## config.mk

```make
export PLATFORM = sky130hd
export DESIGN_NAME = data_cache_flat
export DESIGN_NICKNAME = d
export VERILOG_FILES = /design/src/rtl/data_cache_pkg.sv /design/src/rtl/data_cache_if.sv /design/src/rtl/data_cache_array.sv /design/src/rtl/data_cache.sv /design/src/flat_wrapper.sv
export VERILOG_INCLUDE_DIRS = /design/src /design/src/rtl
export SDC_FILE = /design/constraint.sdc
export NUM_CORES = 1
export LEC_CHECK = 0
export CAP_MARGIN = 20
export CELL_PAD_IN_SITES_DETAIL_PLACEMENT = 1
export CELL_PAD_IN_SITES_GLOBAL_PLACEMENT = 2
export CORE_MARGIN = 2
export CORE_UTILIZATION = 40
export CTS_CLUSTER_DIAMETER = 50
export DETAILED_ROUTE_END_ITERATION = 6
export PLACE_DENSITY_LB_ADDON = 0.1
export SLEW_MARGIN = 25
export SYNTH_ARGS = -nofsm -noshare
export SYNTH_HDL_FRONTEND = slang
export SYNTH_SLANG_ARGS = --single-unit
```

## constraint.sdc

```tcl
create_clock -name clk -period 7.9 [get_ports clk]
set_input_delay 0.79 -clock clk [delete_from_list [all_inputs] [get_ports clk]]
set_output_delay 0.79 -clock clk [all_outputs]
set_load 0.01 [all_outputs]
```

## src/rtl/data_cache_defines.v

```verilog
// Shared width and state-encoding macros for the data cache, used by RTL and bench.
// Derived widths must stay consistent with the base parameters below.
`ifndef DATA_CACHE_DEFINES_V
`define DATA_CACHE_DEFINES_V

`define DC_ADDR_WIDTH    32
`define DC_DATA_WIDTH    32
`define DC_NLINES        4
`define DC_LINE_WORDS    4

`define DC_INDEX_WIDTH   2
`define DC_WORD_WIDTH    2
`define DC_OFFSET_WIDTH  4
`define DC_TAG_WIDTH     26
`define DC_LINE_BITS     128

`define DC_ST_IDLE       2'd0
`define DC_ST_WRITEBACK  2'd1
`define DC_ST_FILL       2'd2

`endif

```

## src/rtl/data_cache_pkg.sv

```systemverilog
// Common types and derived widths for the direct-mapped write-back data cache.
`include "data_cache_defines.v"

package data_cache_pkg;

    localparam int DC_AW     = `DC_ADDR_WIDTH;
    localparam int DC_DW     = `DC_DATA_WIDTH;
    localparam int DC_NL     = `DC_NLINES;
    localparam int DC_LW     = `DC_LINE_WORDS;
    localparam int DC_LINE_W = DC_DW * DC_LW;

    typedef enum logic [1:0] {
        ST_IDLE      = `DC_ST_IDLE,
        ST_WRITEBACK = `DC_ST_WRITEBACK,
        ST_FILL      = `DC_ST_FILL
    } dc_state_e;

endpackage

```

## src/rtl/data_cache_if.sv

```systemverilog
// Bundles the load port, store-drain port and memory port of the data cache.
// Handshakes: ld_hit/sb_ack complete a request in the cycle they are high, otherwise the
// requester holds its inputs; mem_req stays high with stable address/data until mem_ready.
interface data_cache_if #(
    parameter int ADDR_WIDTH = `DC_ADDR_WIDTH,
    parameter int DATA_WIDTH = `DC_DATA_WIDTH,
    parameter int LINE_WORDS = `DC_LINE_WORDS
) ();
    logic                             ld_req;
    logic [ADDR_WIDTH-1:0]            ld_addr;
    logic [DATA_WIDTH-1:0]            ld_data;
    logic                             ld_hit;
    logic                             sb_valid;
    logic [ADDR_WIDTH-1:0]            sb_addr;
    logic [DATA_WIDTH-1:0]            sb_data;
    logic                             sb_ack;
    logic                             stall;
    logic                             mem_req;
    logic                             mem_we;
    logic [ADDR_WIDTH-1:0]            mem_addr;
    logic [DATA_WIDTH*LINE_WORDS-1:0] mem_wdata;
    logic [DATA_WIDTH*LINE_WORDS-1:0] mem_rdata;
    logic                             mem_ready;

    modport slave (
        input  ld_req, ld_addr, sb_valid, sb_addr, sb_data, mem_rdata, mem_ready,
        output ld_data, ld_hit, sb_ack, stall, mem_req, mem_we, mem_addr, mem_wdata
    );

    modport master (
        output ld_req, ld_addr, sb_valid, sb_addr, sb_data, mem_rdata, mem_ready,
        input  ld_data, ld_hit, sb_ack, stall, mem_req, mem_we, mem_addr, mem_wdata
    );
endinterface

```

## src/rtl/data_cache_array.sv

```systemverilog
// Tag/valid/dirty/data storage: one combinational read port, one write port that
// either updates a single word (marking the line dirty) or installs a clean full line.
module data_cache_array #(
    parameter int NLINES     = `DC_NLINES,
    parameter int LINE_WORDS = `DC_LINE_WORDS,
    parameter int DATA_WIDTH = `DC_DATA_WIDTH,
    parameter int TAG_W      = `DC_TAG_WIDTH,
    localparam int INDEX_W   = $clog2(NLINES),
    localparam int WORD_W    = $clog2(LINE_WORDS),
    localparam int LINE_W    = DATA_WIDTH * LINE_WORDS
) (
    input  logic                  clk,
    input  logic                  rst,
    input  logic [INDEX_W-1:0]    rd_index_i,
    output logic                  rd_valid_o,
    output logic                  rd_dirty_o,
    output logic [TAG_W-1:0]      rd_tag_o,
    output logic [LINE_W-1:0]     rd_line_o,
    input  logic                  we_word_i,
    input  logic                  we_fill_i,
    input  logic [INDEX_W-1:0]    wr_index_i,
    input  logic [WORD_W-1:0]     wr_word_i,
    input  logic [DATA_WIDTH-1:0] wr_data_i,
    input  logic [TAG_W-1:0]      wr_tag_i,
    input  logic [LINE_W-1:0]     wr_line_i
);
    logic [NLINES-1:0] valid_q;
    logic [NLINES-1:0] dirty_q;
    logic [TAG_W-1:0]  tag_q  [NLINES];
    logic [LINE_W-1:0] data_q [NLINES];

    always_ff @(posedge clk or posedge rst) begin
        if (rst) begin
            valid_q <= '0;
            dirty_q <= '0;
        end else if (we_fill_i) begin
            valid_q[wr_index_i] <= 1'b1;
            dirty_q[wr_index_i] <= 1'b0;
        end else if (we_word_i) begin
            dirty_q[wr_index_i] <= 1'b1;
        end
    end

    // Tag and data contents are don't-care after reset, so they carry no reset.
    always_ff @(posedge clk) begin
        if (we_fill_i) begin
            tag_q[wr_index_i]  <= wr_tag_i;
            data_q[wr_index_i] <= wr_line_i;
        end else if (we_word_i) begin
            data_q[wr_index_i][wr_word_i*DATA_WIDTH +: DATA_WIDTH] <= wr_data_i;
        end
    end

    assign rd_valid_o = valid_q[rd_index_i];
    assign rd_dirty_o = dirty_q[rd_index_i];
    assign rd_tag_o   = tag_q[rd_index_i];
    assign rd_line_o  = data_q[rd_index_i];
endmodule

```

## src/rtl/data_cache.sv

```systemverilog
// Direct-mapped write-back, write-allocate data cache: load/store arbitration,
// miss FSM (writeback of dirty victim, then line fill) and the memory interface.
module data_cache
    import data_cache_pkg::*;
#(
    parameter int ADDR_WIDTH = `DC_ADDR_WIDTH,
    parameter int DATA_WIDTH = `DC_DATA_WIDTH,
    parameter int NLINES     = `DC_NLINES,
    parameter int LINE_WORDS = `DC_LINE_WORDS
) (
    input  logic              clk,
    input  logic              reset,
    data_cache_if.slave       bus,
    output dc_state_e         dbg_state_o
);
    localparam int INDEX_W = $clog2(NLINES);
    localparam int WORD_W  = $clog2(LINE_WORDS);
    localparam int OFF_W   = WORD_W + $clog2(DATA_WIDTH / 8);
    localparam int TAG_W   = ADDR_WIDTH - INDEX_W - OFF_W;
    localparam int LINE_W  = DATA_WIDTH * LINE_WORDS;

    dc_state_e             state_q;
    logic [ADDR_WIDTH-1:0] miss_addr_q;
    logic                  mem_req_q;
    logic                  mem_we_q;
    logic [ADDR_WIDTH-1:0] mem_addr_q;
    logic [LINE_W-1:0]     mem_wdata_q;

    logic                  in_idle, req_any, hit, miss;
    logic [ADDR_WIDTH-1:0] req_addr, look_addr;
    logic [INDEX_W-1:0]    look_index;
    logic [WORD_W-1:0]     look_word;
    logic [TAG_W-1:0]      look_tag;
    logic                  rd_valid, rd_dirty;
    logic [TAG_W-1:0]      rd_tag;
    logic [LINE_W-1:0]     rd_line;
    logic [DATA_WIDTH-1:0] rd_word;
    logic                  unused_byte_bits;

    assign in_idle  = (state_q == ST_IDLE);
    assign req_any  = bus.ld_req | bus.sb_valid;
    // A load wins arbitration; a concurrent store drain simply waits.
    assign req_addr = bus.ld_req ? bus.ld_addr : bus.sb_addr;
    // While a miss is outstanding the array is looked up at the held miss address.
    assign look_addr  = in_idle ? req_addr : miss_addr_q;
    assign look_index = look_addr[OFF_W +: INDEX_W];
    assign look_word  = look_addr[OFF_W-1 -: WORD_W];
    assign look_tag   = look_addr[ADDR_WIDTH-1 -: TAG_W];
    assign unused_byte_bits = ^look_addr[OFF_W-WORD_W-1:0];

    data_cache_array #(
        .NLINES     (NLINES),
        .LINE_WORDS (LINE_WORDS),
        .DATA_WIDTH (DATA_WIDTH),
        .TAG_W      (TAG_W)
    ) u_array (
        .clk        (clk),
        .rst        (reset),
        .rd_index_i (look_index),
        .rd_valid_o (rd_valid),
        .rd_dirty_o (rd_dirty),
        .rd_tag_o   (rd_tag),
        .rd_line_o  (rd_line),
        .we_word_i  (bus.sb_ack),
        .we_fill_i  ((state_q == ST_FILL) && bus.mem_ready),
        .wr_index_i (look_index),
        .wr_word_i  (look_word),
        .wr_data_i  (bus.sb_data),
        .wr_tag_i   (look_tag),
        .wr_line_i  (bus.mem_rdata)
    );

    assign hit     = rd_valid && (rd_tag == look_tag);
    assign rd_word = rd_line[look_word*DATA_WIDTH +: DATA_WIDTH];
    assign miss    = in_idle && req_any && !hit;

    assign bus.ld_hit    = in_idle && bus.ld_req && hit;
    assign bus.ld_data   = bus.ld_hit ? rd_word : '0;
    assign bus.sb_ack    = in_idle && !bus.ld_req && bus.sb_valid && hit;
    assign bus.stall     = !in_idle || miss;
    assign bus.mem_req   = mem_req_q;
    assign bus.mem_we    = mem_we_q;
    assign bus.mem_addr  = mem_addr_q;
    assign bus.mem_wdata = mem_wdata_q;
    assign dbg_state_o   = state_q;

    always_ff @(posedge clk or posedge reset) begin
        if (reset) begin
            state_q     <= ST_IDLE;
            miss_addr_q <= '0;
            mem_req_q   <= 1'b0;
            mem_we_q    <= 1'b0;
            mem_addr_q  <= '0;
            mem_wdata_q <= '0;
        end else begin
            case (state_q)
                ST_IDLE: begin
                    if (miss) begin
                        miss_addr_q <= req_addr;
                        mem_req_q   <= 1'b1;
                        if (rd_valid && rd_dirty) begin
                            state_q     <= ST_WRITEBACK;
                            mem_we_q    <= 1'b1;
                            mem_addr_q  <= {rd_tag, look_index, {OFF_W{1'b0}}};
                            mem_wdata_q <= rd_line;
                        end else begin
                            state_q    <= ST_FILL;
                            mem_we_q   <= 1'b0;
                            mem_addr_q <= {req_addr[ADDR_WIDTH-1:OFF_W], {OFF_W{1'b0}}};
                        end
                    end
                end
                ST_WRITEBACK: begin
                    if (bus.mem_ready) begin
                        state_q     <= ST_FILL;
                        mem_we_q    <= 1'b0;
                        mem_wdata_q <= '0;
                        mem_addr_q  <= {miss_addr_q[ADDR_WIDTH-1:OFF_W], {OFF_W{1'b0}}};
                    end
                end
                ST_FILL: begin
                    if (bus.mem_ready) begin
                        state_q    <= ST_IDLE;
                        mem_req_q  <= 1'b0;
                        mem_addr_q <= '0;
                    end
                end
                default: begin
                    state_q   <= ST_IDLE;
                    mem_req_q <= 1'b0;
                    mem_we_q  <= 1'b0;
                end
            endcase
        end
    end
endmodule

```

## src/flat_wrapper.sv

```systemverilog
// flat-port wrapper written by rule: the top's interface ports become plain ports
module data_cache_flat import data_cache_pkg::*;
#(
    parameter int ADDR_WIDTH = `DC_ADDR_WIDTH,
    parameter int DATA_WIDTH = `DC_DATA_WIDTH,
    parameter int NLINES     = `DC_NLINES,
    parameter int LINE_WORDS = `DC_LINE_WORDS
)
  (clk, reset, dbg_state_o, bus_ld_req, bus_ld_addr, bus_sb_valid, bus_sb_addr, bus_sb_data, bus_mem_rdata, bus_mem_ready, bus_ld_data, bus_ld_hit, bus_sb_ack, bus_stall, bus_mem_req, bus_mem_we, bus_mem_addr, bus_mem_wdata);
  data_cache_if #(.ADDR_WIDTH(ADDR_WIDTH), .DATA_WIDTH(DATA_WIDTH), .LINE_WORDS(LINE_WORDS)) bus_i ();
  input  logic clk;
  input  logic reset;
  output dc_state_e dbg_state_o;
  input wire logic [$bits(bus_i.ld_req)-1:0] bus_ld_req;
  input wire logic [$bits(bus_i.ld_addr)-1:0] bus_ld_addr;
  input wire logic [$bits(bus_i.sb_valid)-1:0] bus_sb_valid;
  input wire logic [$bits(bus_i.sb_addr)-1:0] bus_sb_addr;
  input wire logic [$bits(bus_i.sb_data)-1:0] bus_sb_data;
  input wire logic [$bits(bus_i.mem_rdata)-1:0] bus_mem_rdata;
  input wire logic [$bits(bus_i.mem_ready)-1:0] bus_mem_ready;
  output wire logic [$bits(bus_i.ld_data)-1:0] bus_ld_data;
  output wire logic [$bits(bus_i.ld_hit)-1:0] bus_ld_hit;
  output wire logic [$bits(bus_i.sb_ack)-1:0] bus_sb_ack;
  output wire logic [$bits(bus_i.stall)-1:0] bus_stall;
  output wire logic [$bits(bus_i.mem_req)-1:0] bus_mem_req;
  output wire logic [$bits(bus_i.mem_we)-1:0] bus_mem_we;
  output wire logic [$bits(bus_i.mem_addr)-1:0] bus_mem_addr;
  output wire logic [$bits(bus_i.mem_wdata)-1:0] bus_mem_wdata;
  assign bus_i.ld_req = bus_ld_req;
  assign bus_i.ld_addr = bus_ld_addr;
  assign bus_i.sb_valid = bus_sb_valid;
  assign bus_i.sb_addr = bus_sb_addr;
  assign bus_i.sb_data = bus_sb_data;
  assign bus_i.mem_rdata = bus_mem_rdata;
  assign bus_i.mem_ready = bus_mem_ready;
  assign bus_ld_data = bus_i.ld_data;
  assign bus_ld_hit = bus_i.ld_hit;
  assign bus_sb_ack = bus_i.sb_ack;
  assign bus_stall = bus_i.stall;
  assign bus_mem_req = bus_i.mem_req;
  assign bus_mem_we = bus_i.mem_we;
  assign bus_mem_addr = bus_i.mem_addr;
  assign bus_mem_wdata = bus_i.mem_wdata;
  data_cache #(.ADDR_WIDTH(ADDR_WIDTH), .DATA_WIDTH(DATA_WIDTH), .NLINES(NLINES), .LINE_WORDS(LINE_WORDS)) u_core (.clk(clk), .reset(reset), .bus(bus_i), .dbg_state_o(dbg_state_o));
endmodule
```

==> impl_metrics.env, run 1 <==
export IMPL_wire_per_inst_um=29.2
export IMPL_regArea_mm2=0.0235
export IMPL_antenna_found_initial=6
export IMPL_cts_setup_buffers=0
export IMPL_finalWirelength_mm=115
export IMPL_tightest_slew_ns=0.942
export IMPL_yosysMostFrequentCell="edfxtp_1"
export IMPL_htreeDepth=3
export IMPL_slew_headroom=0.372
export IMPL_rows=108
export IMPL_clock_power_share=0.297
export IMPL_setup_slack_ns=1.19
export IMPL_status="complete, no violations"
export IMPL_grt_usage=0.257
export IMPL_core_area_mm2=0.0866
export IMPL_p_leak_nw=16.0
export IMPL_syn_avg_cell_area_um2=15.4
export IMPL_cpMostUsedCell="buf_12"
export IMPL_yosys_top_cells_count="edfxtp_1 (616), nand2_1 (271), dfrtp_1 (198), mux4_2 (167), mux2i_1 (137)"
export IMPL_die_w_um=299
export IMPL_cts_hold_buf=0
export IMPL_clk_path_buf_depth=3
export IMPL_grt_pass1_wl_mm=167
export IMPL_grt_max_degree=93
export IMPL_synth_top_area_frac=0.531
export IMPL_layout_drive_gt1_share=0.165
export IMPL_power_density_mw_per_mm2=357
export IMPL_setup_viol=0
export IMPL_seq_power_share=0.359
export IMPL_synth_ff_type="edfxtp_1"
export IMPL_die_area_mm2=0.0895
export IMPL_rsz0062_at_grt="no"
export IMPL_syn2layout_area_growth_pct=26.4
export IMPL_drt_iter0_markers=1832
export IMPL_synthTopCellsByArea="edfxtp_1 (53%), dfrtp_1 (14%), mux4_2 (11%)"
export IMPL_final_max_slew_viol_count=0
export IMPL_p_comb_frac=0.344
export IMPL_dp_slack_ns=1.30
export IMPL_synth_cell_type_count=59
export IMPL_syn_inst=2257
export IMPL_ios=428
export IMPL_dr_pass1_iters=5
export IMPL_slowest_delay_ns=0.58
export IMPL_yosys_warnings=0
export IMPL_numCtsBuffers=98
export IMPL_finalCriticalPeriod_ns=6.71
export IMPL_finalHoldViolCount=0
export IMPL_crit_arrival_ns=5.92
export IMPL_synth_top_cell_by_area="edfxtp_1"
export IMPL_cts_resized=0
export IMPL_crit_chain="inv_1 -> ha_2 -> buf_4 -> a21oi_4 -> buf_12 -> mux4_2 -> a311oi_1 -> nand4_1 -> nor3_4 -> nand3_1 -> nor2_4 -> buf_12 -> and2_1 -> clkdlybuf4s50_1"
export IMPL_dp_hpwl_mm=74.9
export IMPL_cp_start_kind="flip-flop"
export IMPL_die_h_um=299
export IMPL_postRouteAntennaNets=0
export IMPL_crit_slowest_cell="mux4_2"
export IMPL_power_switching_mw=5.38
export IMPL_cts_root_buf="clkbuf_16"
export IMPL_grt_pass1_vias=24000
export IMPL_maxCapViolCount=0
export IMPL_crit_path_end_kind="primary output"
export IMPL_cts_sinks=814
export IMPL_overflow=0
export IMPL_vias=22200
export IMPL_required_ns=7.11
export IMPL_clock_fmax_mhz=149
export IMPL_syn_area_mm2=0.0349
export IMPL_cts_tree="built"
export IMPL_synth_edff_count=616
export IMPL_clk_pin_slew_ns=0.05
export IMPL_synthArstFlopShare=0.243
export IMPL_critical_path_class="flip-flop to primary output"
export IMPL_seq_area_frac_synth=0.673
export IMPL_n_fill_cell=8310
export IMPL_min_path_type="flip-flop to flip-flop"
export IMPL_crit_fanout=47
export IMPL_nets=2936
export IMPL_numPortBuffers=419
export IMPL_clock_skew_ns=0.0218
export IMPL_fin_tns_setup_ns=0
export IMPL_intPower_mw=10.3
export IMPL_swShare=0.342
export IMPL_start_util=0.403
export IMPL_ys_seq_elements=814
export IMPL_clk_latency_ns=0.65
export IMPL_drc=0
export IMPL_finalCritPeriodShare=0.850
export IMPL_multi_input_area_mm2=0.0105
export IMPL_peakVddDrop_mv=0.360
export IMPL_gp_congestion=0.792
export IMPL_drt_vias_per_instance=5.64
## area by class of cell
| type | count | area share |
|---|---|---|
| inverters | 87 | 0.00761 |
| diodes | 1 | 0.0000568 |
| well taps | 1155 | 0.0328 |
| repair buffers | 491 | 0.111 |
| flip-flops and latches | 814 | 0.532 |
| clock inverters | 56 | 0.0143 |
| multi-input cells | 1206 | 0.239 |
| clock buffers | 128 | 0.0631 |
## registers in the layout, indices dropped and copies added (netlist names), named ones only
register	flops
u_core.bus.mem_addr	28
u_core.bus.mem_req	1
u_core.bus.mem_wdata	128
u_core.bus.mem_we	1
u_core.dbg_state_o	2
u_core.miss_addr_q	30
u_core.u_array.data_q	512
u_core.u_array.tag_q	104
u_core.u_array.valid_q	4
## power by group through the flow
stage	registers (mW)	logic [mW]	clock network, mW
after floorplan	5.69	3.33	0
after global placement	5.68	5.36	0
after detailed placement	5.73	5.45	0
after CTS	5.65	5.47	4.74
after global routing	5.71	5.76	4.90
final	5.65	5.41	4.66
## routing by layer
layer | part of all wire | routed length (um) | vias to the layer above | GRT usage
met1 | 0.43 | 49200 | 11800 | 0.357
li1 | - | - | 9485 | -
met3 | 0.059 | 6810 | 141 | 0.0399
met2 | 0.49 | 56200 | 759 | 0.426
met4 | 0.022 | 2550 | 6 | 0.0667
met5 | 0.00025 | 29 | - | 0
## cell usage in the layout, fill, tap and decap left out, types with 5 or more instances in the layout
cell type        synthesis  routed
dfrtp_1                198     198
mux4_2                 167     167
a22o_1                 129     129
mux2_1                  20      20
mux2i_1                137     137
a21oi_1                 73      73
o21ai_0                100     100
nand2b_1                10      10
clkbuf_16                0     102
mux2_2                  15      15
edfxtp_1               616     616
bufinv_16                0      10
clkinv_1                 2       7
clkinvlp_4               0      13
o21ba_2                  8       8
xnor2_1                 16      16
ha_1                     9       8
nor2_4                   0      11
clkdlybuf4s50_1          0     418
inv_1                   85      83
clkbuf_1                75      13
nor3_1                   9       8
clkbuf_8                 0      13
nand3_1                 18      18
and2_1                  37      37
nor2_1                  99      88
clkinv_4                 0       6
nand2_1                271     271
buf_4                   10      58
clkinv_2                 0      12
a21o_1                   7       7
nand4_1                  6       6
inv_6                    0       7
buf_12                   0      12
o21a_1                   6       5
a31oi_1                  9       9
## through the flow
stage          hold slack [ns]  area [um2]  instances  utilization  power [mW]
2_1_floorplan            0.450       34900       2260            -        9.02
3_3_place_gp             0.471       40600       3751        0.469        11.0
3_5_place_dp             0.475       40700       3753        0.469        11.2
4_1_cts                  0.487       44100       3937        0.509        15.9
5_1_grt                  0.491       44100       3938        0.509        16.4
6_report                 0.484       44100       3938        0.509        15.7
## worst max-delay path: cells and delay by family, from the launching register on
kind	cells	cell delay, ns
simple gates	5	1.61
compound gates	2	0.82
mux	1	0.58
flops	1	0.44
buf+inv	5	1.55
fa+ha+maj	1	0.23
## cells by family after synthesis
| family | Yosys count | synth area share |
|---|---|---|
| flops | 814 | 0.673 |
| simple gates | 466 | 0.0572 |
| compound gates | 366 | 0.0720 |
| mux | 341 | 0.160 |
| buf+inv | 240 | 0.0302 |
| xor+xnor | 20 | 0.00502 |
| fa+ha+maj | 9 | 0.00323 |
| other cells | 1 | 0.000108 |
## worst paths after layout
| kind | startpoint | endpoint | slack (ns) | cells past startpoint |
|---|---|---|---|---|
| max | u_core.dbg_state_o[0] | bus_ld_data[18] | 1.19 | 14 |
| min | u_core.bus.mem_addr[14] | u_core.bus.mem_addr[14] | 0.48 | 1 |
| max reg2reg | u_core.dbg_state_o[0] | u_core.u_array.data_q[2][61] | 2.00 | 14 |
| min reg2reg | u_core.bus.mem_addr[14] | u_core.bus.mem_addr[14] | 0.48 | 1 |
| max in group asynchronous | reset | u_core.bus.mem_addr[8] | 5.82 | 3 |
| min in group asynchronous | reset | u_core.bus.mem_wdata[111] | 0.63 | 2 |
No activity file was read; power rests on OpenSTA's default activity.
==> run 2: changes to the inputs <==
==> constraint.sdc (replaced) <==
create_clock -name clk -period 6.5 [get_ports clk]
set_input_delay 0.65 -clock clk [delete_from_list [all_inputs] [get_ports clk]]
set_output_delay 0.65 -clock clk [all_outputs]
set_load 0.01 [all_outputs]
==> run 2 against run 1 <==
Highest routed layer unchanged. Register-to-register slack lost 0.92 ns. First-iteration DRC count shrank 6.2%. Largest cell class unchanged. Flip-flop and latch count is the same. Hold slack lost 0.013 ns. Largest power group unchanged.
==> impl_metrics.env, run 2 (synthesized netlist as in run 1, its figures left out) <==
export IMPL_status="complete, no violations"
export IMPL_final_max_slew_viol_count=0
export IMPL_clk_path_buf_depth=3
export IMPL_antenna_found_initial=10
export IMPL_grt_pass1_wl_mm=165
export IMPL_cts_tree="built"
export IMPL_grt_max_degree=129
export IMPL_routed_top_layer="met5"
export IMPL_dr_pass1_iters=5
export IMPL_drt_iter0_markers=1719
export IMPL_cts_setup_buffers=0
export IMPL_required_ns=5.85
export IMPL_finalCritPeriodShare=0.953
export IMPL_largest_register="u_core.u_array.data_q"
export IMPL_r2r_start="u_core.dbg_state_o[0]"
export IMPL_maxCapViolCount=0
export IMPL_min_path_type="input port to flip-flop"
export IMPL_dr_wl_met3_mm=7.79
export IMPL_drc=0
export IMPL_finalHoldViolCount=0
export IMPL_wire_per_inst_um=28.6
export IMPL_htreeDepth=3
export IMPL_grt_pass1_vias=23900
export IMPL_cts_sinks=814
export IMPL_fin_tns_setup_ns=0
export IMPL_rows=108
export IMPL_dp_hpwl_mm=72.9
export IMPL_gp_congestion=0.800
export IMPL_whs_path_depth=3
export IMPL_cts_hold_buf=0
export IMPL_crit_path_end_kind="primary output"
export IMPL_layout_drive_gt1_share=0.167
export IMPL_post_route_util=0.512
export IMPL_crit_arrival_ns=5.55
export IMPL_numPortBuffers=419
export IMPL_setup_viol=0
export IMPL_die_h_um=299
export IMPL_start_util=0.403
export IMPL_core_area_mm2=0.0866
export IMPL_hp_start="bus_ld_req"
export IMPL_crit_fanout=60
export IMPL_slew_headroom=0.269
export IMPL_rr_endpoint="u_core.u_array.data_q[1][98]"
export IMPL_drt_vias_per_instance=5.63
export IMPL_dpl_cell_count=3752
export IMPL_cp_start_kind="flip-flop"
export IMPL_nets=2944
export IMPL_critical_path_class="flip-flop to primary output"
export IMPL_clk_latency_ns=0.65
export IMPL_clock_fmax_mhz=161
export IMPL_rsz0062_at_grt="no"
export IMPL_syn2layout_area_growth_pct=27.3
export IMPL_finalWirelength_mm=113
export IMPL_numCtsBuffers=105
export IMPL_routed_wl_met2_mm=54.7
export IMPL_overflow=0
export IMPL_r2r_cells=14
export IMPL_die_w_um=299
export IMPL_cts_resized=0
export IMPL_final_cell_mix="edfxtp_1 (616), clkdlybuf4s50_1 (418), nand2_1 (271)"
export IMPL_tightest_slew_ns=1.09
export IMPL_ios=428
export IMPL_final_common_cell="edfxtp_1"
export IMPL_clk_pin_slew_ns=0.05
export IMPL_largest_register_ffs=512
export IMPL_power_density_mw_per_mm2=440
export IMPL_clock_skew_ns=0.0307
export IMPL_postRouteAntennaNets=0
export IMPL_stdcell_count=3955
export IMPL_finalCriticalPeriod_ns=6.20
export IMPL_whs_ns=0.471
export IMPL_drt_met1_wl_mm=48.1
export IMPL_grt_usage=0.253
export IMPL_holdPathEnd="u_core.miss_addr_q[4]"
export IMPL_regToRegSetupSlack_ns=1.08
export IMPL_vias=22300
export IMPL_die_area_mm2=0.0895
export IMPL_peakVddDrop_mv=0.244
export IMPL_p_leak_nw=16.1
export IMPL_cts_root_buf="clkbuf_16"
## run 2: changes by cell type in the layout (fill, tap and decap cells not counted), sizes merged
| cell | previous run | this run |
|---|---|---|
| buf | 73 | 74 |
| bufinv | 10 | 12 |
| clkbuf | 128 | 130 |
| clkinv | 26 | 34 |
| clkinvlp | 13 | 11 |
| diode | 1 | 3 |
| inv | 94 | 98 |
## run 2: worst max-delay path: stages, from the launching register on
cell	delay [ns]
dfrtp_1	0.44
inv_1	0.11
ha_2	0.48
nor2_1	0.22
a21oi_4	0.20
buf_12	0.41
mux4_2	0.59
a311oi_1	0.31
nand4_1	0.21
nor3_4	0.44
nand3_1	0.20
nor2_4	0.16
buf_4	0.30
and2_1	0.18
clkdlybuf4s50_1	0.55
## run 2: power by group
part	switching (mW)	internal [mW]
Clock	2.30	3.62
Combinational	4.11	2.62
Sequential	0.268	6.59
Total	6.68	12.8
## run 2: worst max-delay path by stage
stage                     cells after the start              end             startpoint
after global routing                         14  bus_ld_data[23]  u_core.dbg_state_o[0]
after detailed placement                     14  bus_ld_data[18]         bus_ld_addr[5]
after floorplan                               1        async pin                  reset
after global placement                       14  bus_ld_data[23]         bus_ld_addr[5]
after CTS                                    14  bus_ld_data[18]  u_core.dbg_state_o[0]
final                                        14  bus_ld_data[23]  u_core.dbg_state_o[0]
## run 2: metal layers
metal / track usage / vias to the layer above
li1: - / 9525
met1: 0.345 / 11700
met2: 0.412 / 820
met3: 0.0539 / 162
met4: 0.0689 / 10
met5: 0 / -
## run 2: stage by stage
stage | cell area (um2) | setup slack (ns) | power (mW)
5_1_grt | 44400 | 0.0827 | 20.3
6_report | 44400 | 0.304 | 19.5
2_1_floorplan | 34900 | 0.453 | 11.0
3_5_place_dp | 40700 | 0.602 | 13.7
4_1_cts | 44400 | 0.198 | 19.7
3_3_place_gp | 40700 | 0.684 | 13.5
## run 2: layout make-up
class,count,area (um2)
multi-input combinational,1206,10500
fill,8235,42200
sequential,814,23500
clock inverter,68,749
clock buffer,130,2860
timing repair buffer,492,5010
inverter,87,335
antenna,3,7.51
tap,1155,1450
